### config.mk
export PLATFORM = sky130hd
export DESIGN_NAME = dma_desc_ring_ctrl
export DESIGN_NICKNAME = d
export VERILOG_FILES = /design/src/rtl/dma_desc_ring_ctrl.sv
export SDC_FILE = /design/constraint.sdc
export NUM_CORES = 1
export LEC_CHECK = 0
export CAP_MARGIN = 20
export CORE_ASPECT_RATIO = 1.5
export CORE_MARGIN = 2
export CORE_UTILIZATION = 35
export CTS_CLUSTER_DIAMETER = 40
export DETAILED_ROUTE_END_ITERATION = 16
export PLACE_DENSITY = 0.71
export SLEW_MARGIN = 20
export SYNTH_ARGS = -nofsm -noshare
export SYNTH_HDL_FRONTEND = slang
export SYNTH_SLANG_ARGS = --single-unit
### constraint.sdc
create_clock -name clk -period 6 [get_ports clk]
set_input_delay 1.2 -clock clk [delete_from_list [all_inputs] [get_ports clk]]
set_output_delay 1.2 -clock clk [all_outputs]
set_load 0.01 [all_outputs]
### src/rtl/dma_desc_ring_ctrl.sv
// dma_desc_ring_ctrl
// Descriptor ring controller for the packet-capture DMA path. It fetches
// 128-bit descriptors from a ring in host memory. For each descriptor that is
// marked available (empty flag = 1), it hands the buffer address to the DMA
// write engine and waits for the completed length. It then writes the
// descriptor back with the length filled in and the empty flag cleared, and
// advances around the ring.
//
// Ports
//   clk, rst                    clock, synchronous active-high reset
//   enable                      ring processing enable
//   ring_base_addr, ring_size   ring placement (16-byte aligned) and length (0 = off)
//   m_rd_*                      descriptor read request / single-beat response
//   m_wr_*                      descriptor writeback request
//   m_desc_*                    buffer address to the DMA write engine
//   s_cpl_*                     completion (bytes written) from the DMA write engine
//   ring_index                  current descriptor index
//   busy                        high whenever the FSM is not idle
//   state_dbg                   current FSM state encoding
//
// Handshake rule on every valid/ready pair: a transfer happens on a rising
// edge where valid and ready are both high. While valid is high and the
// transfer has not happened, the payload is held stable. The valid drops in
// the cycle after the transfer. m_rd_data_valid is a single-cycle strobe with
// no backpressure.
module dma_desc_ring_ctrl #(
   parameter int AXI_ADDR_WIDTH = 32,
   parameter int LEN_WIDTH      = 16,
   parameter int INDEX_WIDTH    = 8,
   parameter int POLL_INTERVAL  = 64
) (
   input  logic                      clk,
   input  logic                      rst,
   input  logic                      enable,
   input  logic [AXI_ADDR_WIDTH-1:0] ring_base_addr,
   input  logic [INDEX_WIDTH:0]      ring_size,
   output logic [AXI_ADDR_WIDTH-1:0] m_rd_addr,
   output logic                      m_rd_valid,
   input  logic                      m_rd_ready,
   input  logic [127:0]              m_rd_data,
   input  logic                      m_rd_data_valid,
   output logic [AXI_ADDR_WIDTH-1:0] m_wr_addr,
   output logic [127:0]              m_wr_data,
   output logic                      m_wr_valid,
   input  logic                      m_wr_ready,
   output logic [AXI_ADDR_WIDTH-1:0] m_desc_addr,
   output logic                      m_desc_valid,
   input  logic                      m_desc_ready,
   input  logic [LEN_WIDTH-1:0]      s_cpl_length,
   input  logic                      s_cpl_valid,
   output logic                      s_cpl_ready,
   output logic [INDEX_WIDTH-1:0]    ring_index,
   output logic                      busy,
   output logic [2:0]                state_dbg
);

   typedef enum logic [2:0] {
      S_IDLE, S_RD_REQ, S_RD_WAIT, S_CHECK, S_POLL, S_ISSUE, S_WAIT_CPL, S_WR
   } state_t;

   localparam int PCW = $clog2(POLL_INTERVAL) + 1;

   state_t                   state;
   logic [PCW-1:0]           poll_cnt;
   logic [127:0]             desc_q;
   logic [INDEX_WIDTH-1:0]   next_index;

   // The fetched length field is always overwritten on writeback.
   logic unused_desc_len;
   assign unused_desc_len = ^desc_q[95:64];

   assign state_dbg = state;

   // Base and size are sampled live. Software only changes them while idle.
   function automatic logic [AXI_ADDR_WIDTH-1:0] desc_addr(input logic [INDEX_WIDTH-1:0] idx);
      desc_addr = ring_base_addr + AXI_ADDR_WIDTH'({idx, 4'b0000});
   endfunction

   // Wrap at the last slot. An index beyond a shrunken ring (or a zero-size
   // ring) also wraps to 0.
   always_comb begin
      next_index = ring_index + INDEX_WIDTH'(1);
      if (ring_size == '0 || {1'b0, ring_index} >= ring_size - (INDEX_WIDTH+1)'(1))
         next_index = '0;
   end

   always_ff @(posedge clk) begin
      if (rst) begin
         state        <= S_IDLE;
         poll_cnt     <= '0;
         desc_q       <= '0;
         ring_index   <= '0;
         busy         <= 1'b0;
         m_rd_addr    <= '0;
         m_rd_valid   <= 1'b0;
         m_wr_addr    <= '0;
         m_wr_data    <= '0;
         m_wr_valid   <= 1'b0;
         m_desc_addr  <= '0;
         m_desc_valid <= 1'b0;
         s_cpl_ready  <= 1'b0;
      end else begin
         case (state)
            S_IDLE: begin
               if (enable && ring_size != '0) begin
                  state      <= S_RD_REQ;
                  busy       <= 1'b1;
                  m_rd_valid <= 1'b1;
                  m_rd_addr  <= desc_addr(ring_index);
               end
            end
            S_RD_REQ: begin
               if (m_rd_ready) begin
                  m_rd_valid <= 1'b0;
                  state      <= S_RD_WAIT;
               end
            end
            S_RD_WAIT: begin
               if (m_rd_data_valid) begin
                  desc_q <= m_rd_data;
                  state  <= S_CHECK;
               end
            end
            S_CHECK: begin
               if (desc_q[96]) begin
                  state        <= S_ISSUE;
                  m_desc_valid <= 1'b1;
                  m_desc_addr  <= desc_q[AXI_ADDR_WIDTH-1:0];
               end else if (!enable) begin
                  state <= S_IDLE;
                  busy  <= 1'b0;
               end else if (POLL_INTERVAL == 1) begin
                  // A one-cycle interval leaves no room for a POLL cycle.
                  state      <= S_RD_REQ;
                  m_rd_valid <= 1'b1;
                  m_rd_addr  <= desc_addr(ring_index);
               end else begin
                  // The CHECK cycle counts as cycle 0 of the interval. POLL then
                  // spans cycles 1..POLL_INTERVAL-1, so the re-read request
                  // rises exactly POLL_INTERVAL cycles after CHECK.
                  state    <= S_POLL;
                  poll_cnt <= PCW'(1);
               end
            end
            S_POLL: begin
               if (!enable) begin
                  state    <= S_IDLE;
                  busy     <= 1'b0;
                  poll_cnt <= '0;
               end else if (poll_cnt == PCW'(POLL_INTERVAL - 1)) begin
                  state      <= S_RD_REQ;
                  poll_cnt   <= '0;
                  m_rd_valid <= 1'b1;
                  m_rd_addr  <= desc_addr(ring_index);
               end else begin
                  poll_cnt <= poll_cnt + PCW'(1);
               end
            end
            S_ISSUE: begin
               // Once a buffer is handed out, the descriptor is finished
               // through writeback regardless of enable.
               if (m_desc_ready) begin
                  m_desc_valid <= 1'b0;
                  s_cpl_ready  <= 1'b1;
                  state        <= S_WAIT_CPL;
               end
            end
            S_WAIT_CPL: begin
               if (s_cpl_valid) begin
                  s_cpl_ready <= 1'b0;
                  m_wr_valid  <= 1'b1;
                  m_wr_addr   <= desc_addr(ring_index);
                  m_wr_data   <= {desc_q[127:97], 1'b0, 32'(s_cpl_length), desc_q[63:0]};
                  state       <= S_WR;
               end
            end
            S_WR: begin
               if (m_wr_ready) begin
                  m_wr_valid <= 1'b0;
                  ring_index <= next_index;
                  if (enable && ring_size != '0) begin
                     state      <= S_RD_REQ;
                     m_rd_valid <= 1'b1;
                     m_rd_addr  <= desc_addr(next_index);
                  end else begin
                     state <= S_IDLE;
                     busy  <= 1'b0;
                  end
               end
            end
            default: begin
               state <= S_IDLE;
               busy  <= 1'b0;
            end
         endcase
      end
   end

endmodule

### Word level (Yosys, flattened, before mapping)

Index checks and enable logic that the tools add are counted.

* reduce and logical (&&, ||, !) cells: 24
* shift-type cells: 0
* add/subtract/negate cells: 5
* $mul: 0
* order comparisons: 1
* mux-type cells: 45
* bitwise operators: 0
* equal/unequal tests: 22
* divide/modulo/power cells: 0

Operators with widths (number)
* two-way mux 32 bit: 5
* one-hot mux 32 bit (3 select lines): 1
* adder 32 x 12 -> 32 bit: 2
* two-way mux 3 bit: 10
* two-way mux 7 bit: 4
* inequality test 2 bit (second input constant): 13
* one-hot mux 3 bit (8 select lines): 1
* two-way mux 1 bit: 17
* one-hot mux 7 bit (2 select lines): 1
* == test 3 bit (second input constant): 4
* AND reduction 3 bit: 4
* AND reduction 5 bit: 2
* greater-or-equal comparator 8 x 9 -> 1 bit: 1
* zero test 9 bit: 1
* nonzero test 9 bit: 1
* subtractor 9 x 1 -> 9 bit (second input constant): 1
* adder 8 x 1 -> 8 bit (second input constant): 1
* two-way mux 8 bit: 1
* one-hot mux 1 bit (4 select lines): 2
* AND reduction 2 bit: 4
* nonzero test 2 bit: 4
* nonzero test 4 bit: 2
* adder 7 x 1 -> 7 bit (second input constant): 1
* == test 7 x 6 -> 1 bit (second input constant): 1
* 10 further kinds: 13

* output and inout port bits: 240
* bits in registers: 358
* latch bits: 0
* ROM bits: 0
* memory bits (writable): 0
* memories: 0

### Logic depth before layout (Yosys ltp)

* word-level depth: 8
* gate-level depth with buffers: 23

### Worst setup path before layout

OpenSTA, ideal clock, no wires.

* path kind: input-to-reg
* start point: input ring_size[0]
* end point: register m_rd_addr[30]
* data required time: 5.926 ns
* setup time: 0.074 ns
* arrival time: 5.115 ns
* path slack: 0.811 ns
* stages on the path: 23
* cells stage by stage: inv_1 > ha_1 > or4b_4 > nor2_1 > xnor2_1 > ha_1 > nand4_1 > nor2_1 > a21oi_1 > a221o_1 > buf_2 > nand2_4 > nor2_1 > ha_1 > inv_1 > fa_1 > nor2b_1 > o31a_1 > o31a_1 > o2bb2ai_1 > buf_2 > or4_1 > a31oi_1

* word-level cells in the longest chain between the ends: 8
* elaborated cells on any way between the ends: 14
* classes of those cells: 2 x add/sub; 1 x order compare; 2 x eq/ne; 4 x mux; 5 x reduce/logical

RTL lines
* start: declaration: RTL line 36 `input logic [INDEX_WIDTH:0] ring_size,`
* subtractor 9 x 1 -> 9 bit: RTL line 83 `if (ring_size == '0 || {1'b0, ring_index} >= ring_size - (INDEX_WIDTH+1)'(1))`
* greater-or-equal comparator 8 x 9 -> 1 bit: RTL line 83
* logical OR 1 bit (*): RTL line 83
* two-way mux 8 bit (*): RTL line 83
* named net next_index[0]: RTL line 66 `logic [INDEX_WIDTH-1:0] next_index;`
* adder 32 x 12 -> 32 bit (*): RTL line 76 `desc_addr = ring_base_addr + AXI_ADDR_WIDTH'({idx, 4'b0000});`
* two-way mux 32 bit (*): RTL line 181 `if (enable && ring_size != '0) begin`
* two-way mux 32 bit (*): RTL line 178 `if (m_wr_ready) begin`
* one-hot mux 32 bit (3 select lines) (*): RTL line 103 `case (state)`
* end signal: assignment: RTL line 109 `m_rd_addr <= desc_addr(ring_index);`
* end signal: assignment: RTL line 136 `m_rd_addr <= desc_addr(ring_index);`
* end signal: assignment: RTL line 184 `m_rd_addr <= desc_addr(next_index);`
* end: declaration: RTL line 37 `output logic [AXI_ADDR_WIDTH-1:0] m_rd_addr,`

The timed path passes the listed nets; every way through them passes the cells marked *. The select of a mux whose other input is x is not followed.
A chain may end at the register's enable or synchronous reset.

### Worst setup path in the final report

* start point: input ring_size[0]
* end point: register m_rd_addr[28]

Same word-level chain as after synthesis.

==> results_dict.tcl <==
set metrics [dict create \
    status "finished clean" \
    synth.area.top_cells "dfxtp_1 47%, nand2_1 15%, a21oi_1 11%" \
    fp.dieArea_um2 41050 \
    initial_core_util 0.3529 \
    num_vias 13400 \
    yosys.area.top_type "dfxtp_1" \
    clock_path_buffers 3 \
    peakVddDrop_mv 0.2575 \
    clk_pin_slew_ns 0.06 \
    synth-main-ff-cell "dfxtp_1" \
    ys_types 75 \
    seq_area_um2 6526 \
    synth_top_area_frac 0.4731 \
    rsz0062_at_grt "false" \
    cts_root_buf "clkbuf_16" \
    postCtsHoldBufs 0 \
    fin_skew_ns 0.01019 \
    critPathLaunchType "input pin" \
    grt_max_degree 137 \
    cts_setup_buffers 0 \
    first_iter_violations 1018 \
    syn_to_final_growth_pct 40.13 \
    fin_ws_ns 0.5666 \
    place_hpwl_um 30780 \
    hold_depth 2 \
    core-area_um2 39090 \
    boundaryPins 433 \
    htreeDepth 2 \
    avgSynthCellArea_um2 7.824 \
    max_stage_delay_ns 0.61 \
    crit_cells 22 \
    maxSlewViolCount 0 \
    grt_use_total 0.2088 \
    nFillCells 3718 \
    min_path_type "flop to flop" \
    gp_congestion 0.9404 \
    cp_top_family "compound AO/OA/AOI/OAI gates" \
    syn_area_um2 13790 \
    drc 0 \
    io_buffers 383 \
    startpoint "ring_size[0]" \
    cellLeakagePower_nw 6.577 \
    cts.sinks 326 \
    tightest_slew_ns 1.091 \
    syn_inst 1763 \
    path_class "input pin to flop" \
    clk_latency_ns 0.53 \
    die_height_um 247.1 \
    antenna_found_initial 2 \
    layoutNonFillerInstCount 2626 \
    hold_viol 0 \
    relSlewSlack 0.2728 \
    routedWlPerCell_um 17.12 \
    cts-buffers-inserted 42 \
    fin_crit_sh 0.9056 \
    grt_pass1_wl_um 69700 \
    critPathCaptureType "flop" \
    required_ns 6.42 \
    dr.pass1.iters 5 \
    synth_edf_count 0 \
    worstRegToRegCells 17 \
    utilization 0.4945 \
    die_x_um 166.1 \
    yosys_warnings 0 \
    ys_ff_latch 326 \
    layout-drive-gt1-share 0.05699 \
    totalWireLength_um 44970 \
    pre_cts_slack_ns 0.08102 \
    setup_viol 0 \
    reg2reg_from "ring_index[0]$_SDFFE_PP0P_" \
    drv_cap 0 \
    cp_slowest_cell "a2bb2oi_1" \
    async_flop_share 0 \
    tritoncts "done" \
    rows 89 \
    power.density_nw_per_um2 305.7 \
    postRouteAntennaNets 0 \
    worst-path-buf-inv 3 \
    seq_area_frac_synth 0.4731 \
    cp_max_fo 8 \
    placed_cells 2547 \
    multi_input_area_um2 6649 \
    grt_overflow_total 0 \
    vias_per_cell 5.103 \
    clock.fmax_mhz 184.0 \
    arrival_ns 5.85 \
    final.min_clock_period_ns 5.433 \
    path_cells "clkdlybuf4s50_1, inv_1, ha_1, or4b_4, nor2_1, xnor2_1, ha_1, nand4_1, nor2_1, a21oi_1, a221o_1, nand2_4, nor2_1, ha_1, inv_1, fa_1, nor2b_1, o31a_1, o31a_1, a2bb2oi_1, a311o_1, nand3_1" \
    tns_ns 0 \
    power.total_w 0.005908 \
    hp-start "desc_q[120]$_SDFFE_PP0P_" \
    num-nets-final 2313 \
    grt_pass1_vias 13000 \
    cts_resized 0 \
]
Yosys cell counts, drive strengths merged (13+ instances only):
cell type and instances:
dfxtp 326, inv 20, xor2 16, nand3 40, a211oi 17, ha 27, nand2 559, o21ai 39
nor3 31, nor2 60, nand4 13, xnor2 32, a21oi 299, buf 45, clkbuf 93
sequential cells by signal, summed over array words and instances, names as in the netlist:
register and count:
m_wr_data 111, desc_q 96, m_desc_addr 32, m_rd_addr 32
m_wr_addr 32, ring_index 8, poll_cnt 7, state_dbg 3
busy 1, m_desc_valid 1, m_rd_valid 1, m_wr_valid 1
s_cpl_ready 1
per-stage QoR:
stage               hold slack, ns  cell area (µm²)
finish                      0.4433            19330
global route                0.4455            19330
CTS                         0.4426            19320
detailed placement          0.4418            17890
global placement            0.4356            17890
floorplan                   0.4321            13850
layout by cell type (no fill, tap or decap), drive strengths merged, types with 29 or more instances in the layout:
cell           instances
nand2                559
clkdlybuf4s50        382
dfxtp                326
a21oi                299
nor2                  60
clkbuf                50
nand3                 40
o21ai                 39
xnor2                 32
nor3                  31
inv                   29
per-layer routing:
metal  routed length [µm]  part of all wire  track usage  vias up
met5                    0                 0            0        -
met4                 1882             0.042      0.09898        0
met3                 2795             0.062      0.04561      102
met2                22910              0.51       0.3763      485
met1                17380              0.39       0.2336     6238
li1                     -                 -            -     6575
report_power, final:
part | internal (W) | switching, W | total, W
clock | 0.00155 | 0.00101 | 0.00256
sequential | 0.00231 | 0.000111 | 0.00242
combinational | 0.000404 | 0.000524 | 0.000928
path summary, 6_finish.rpt:
path,endpoint,slack (ns)
worst max register to register,m_rd_addr[28]$_SDFFE_PP0P_,1.89
worst min-delay path,m_wr_data[120]$_SDFFE_PP0P_,0.44
worst min register to register,m_wr_data[120]$_SDFFE_PP0P_,0.44
worst max-delay path,m_rd_addr[28]$_SDFFE_PP0P_,0.57
worst reg2reg max path: stages, from the launching register on:
cell	delay (ns)
dfxtp_1	0.47
inv_1	0.11
ha_1	0.27
nand2b_1	0.14
a211o_1	0.28
a21oi_1	0.17
a221o_1	0.23
nand2_4	0.05
nor2_1	0.10
ha_1	0.20
inv_1	0.07
fa_1	0.38
nor2b_1	0.16
o31a_1	0.19
o31a_1	0.21
a2bb2oi_1	0.61
a311o_1	0.28
nand3_1	0.07
cells by family after synthesis:
| logic type | Yosys count | synth area share |
|---|---|---|
| simple gates | 765 | 0.2342 |
| compound gates | 434 | 0.1824 |
| flops | 326 | 0.4731 |
| buf+inv | 158 | 0.05053 |
| xor+xnor | 48 | 0.03048 |
| fa+ha+maj | 30 | 0.02821 |
| other cells | 1 | 0.0002719 |
| mux | 1 | 0.0007257 |
area by class of cell:
type | instances | area share
Inverter | 20 | 0.003884
Antenna cell | 3 | 0.0003884
Multi-Input combinational cell | 1295 | 0.3440
Tap cell | 500 | 0.03237
Clock buffer | 50 | 0.05858
Sequential cell | 326 | 0.3376
Clock inverter | 26 | 0.01560
Timing Repair Buffer | 406 | 0.2075
(Power assumes the default switching activity.)
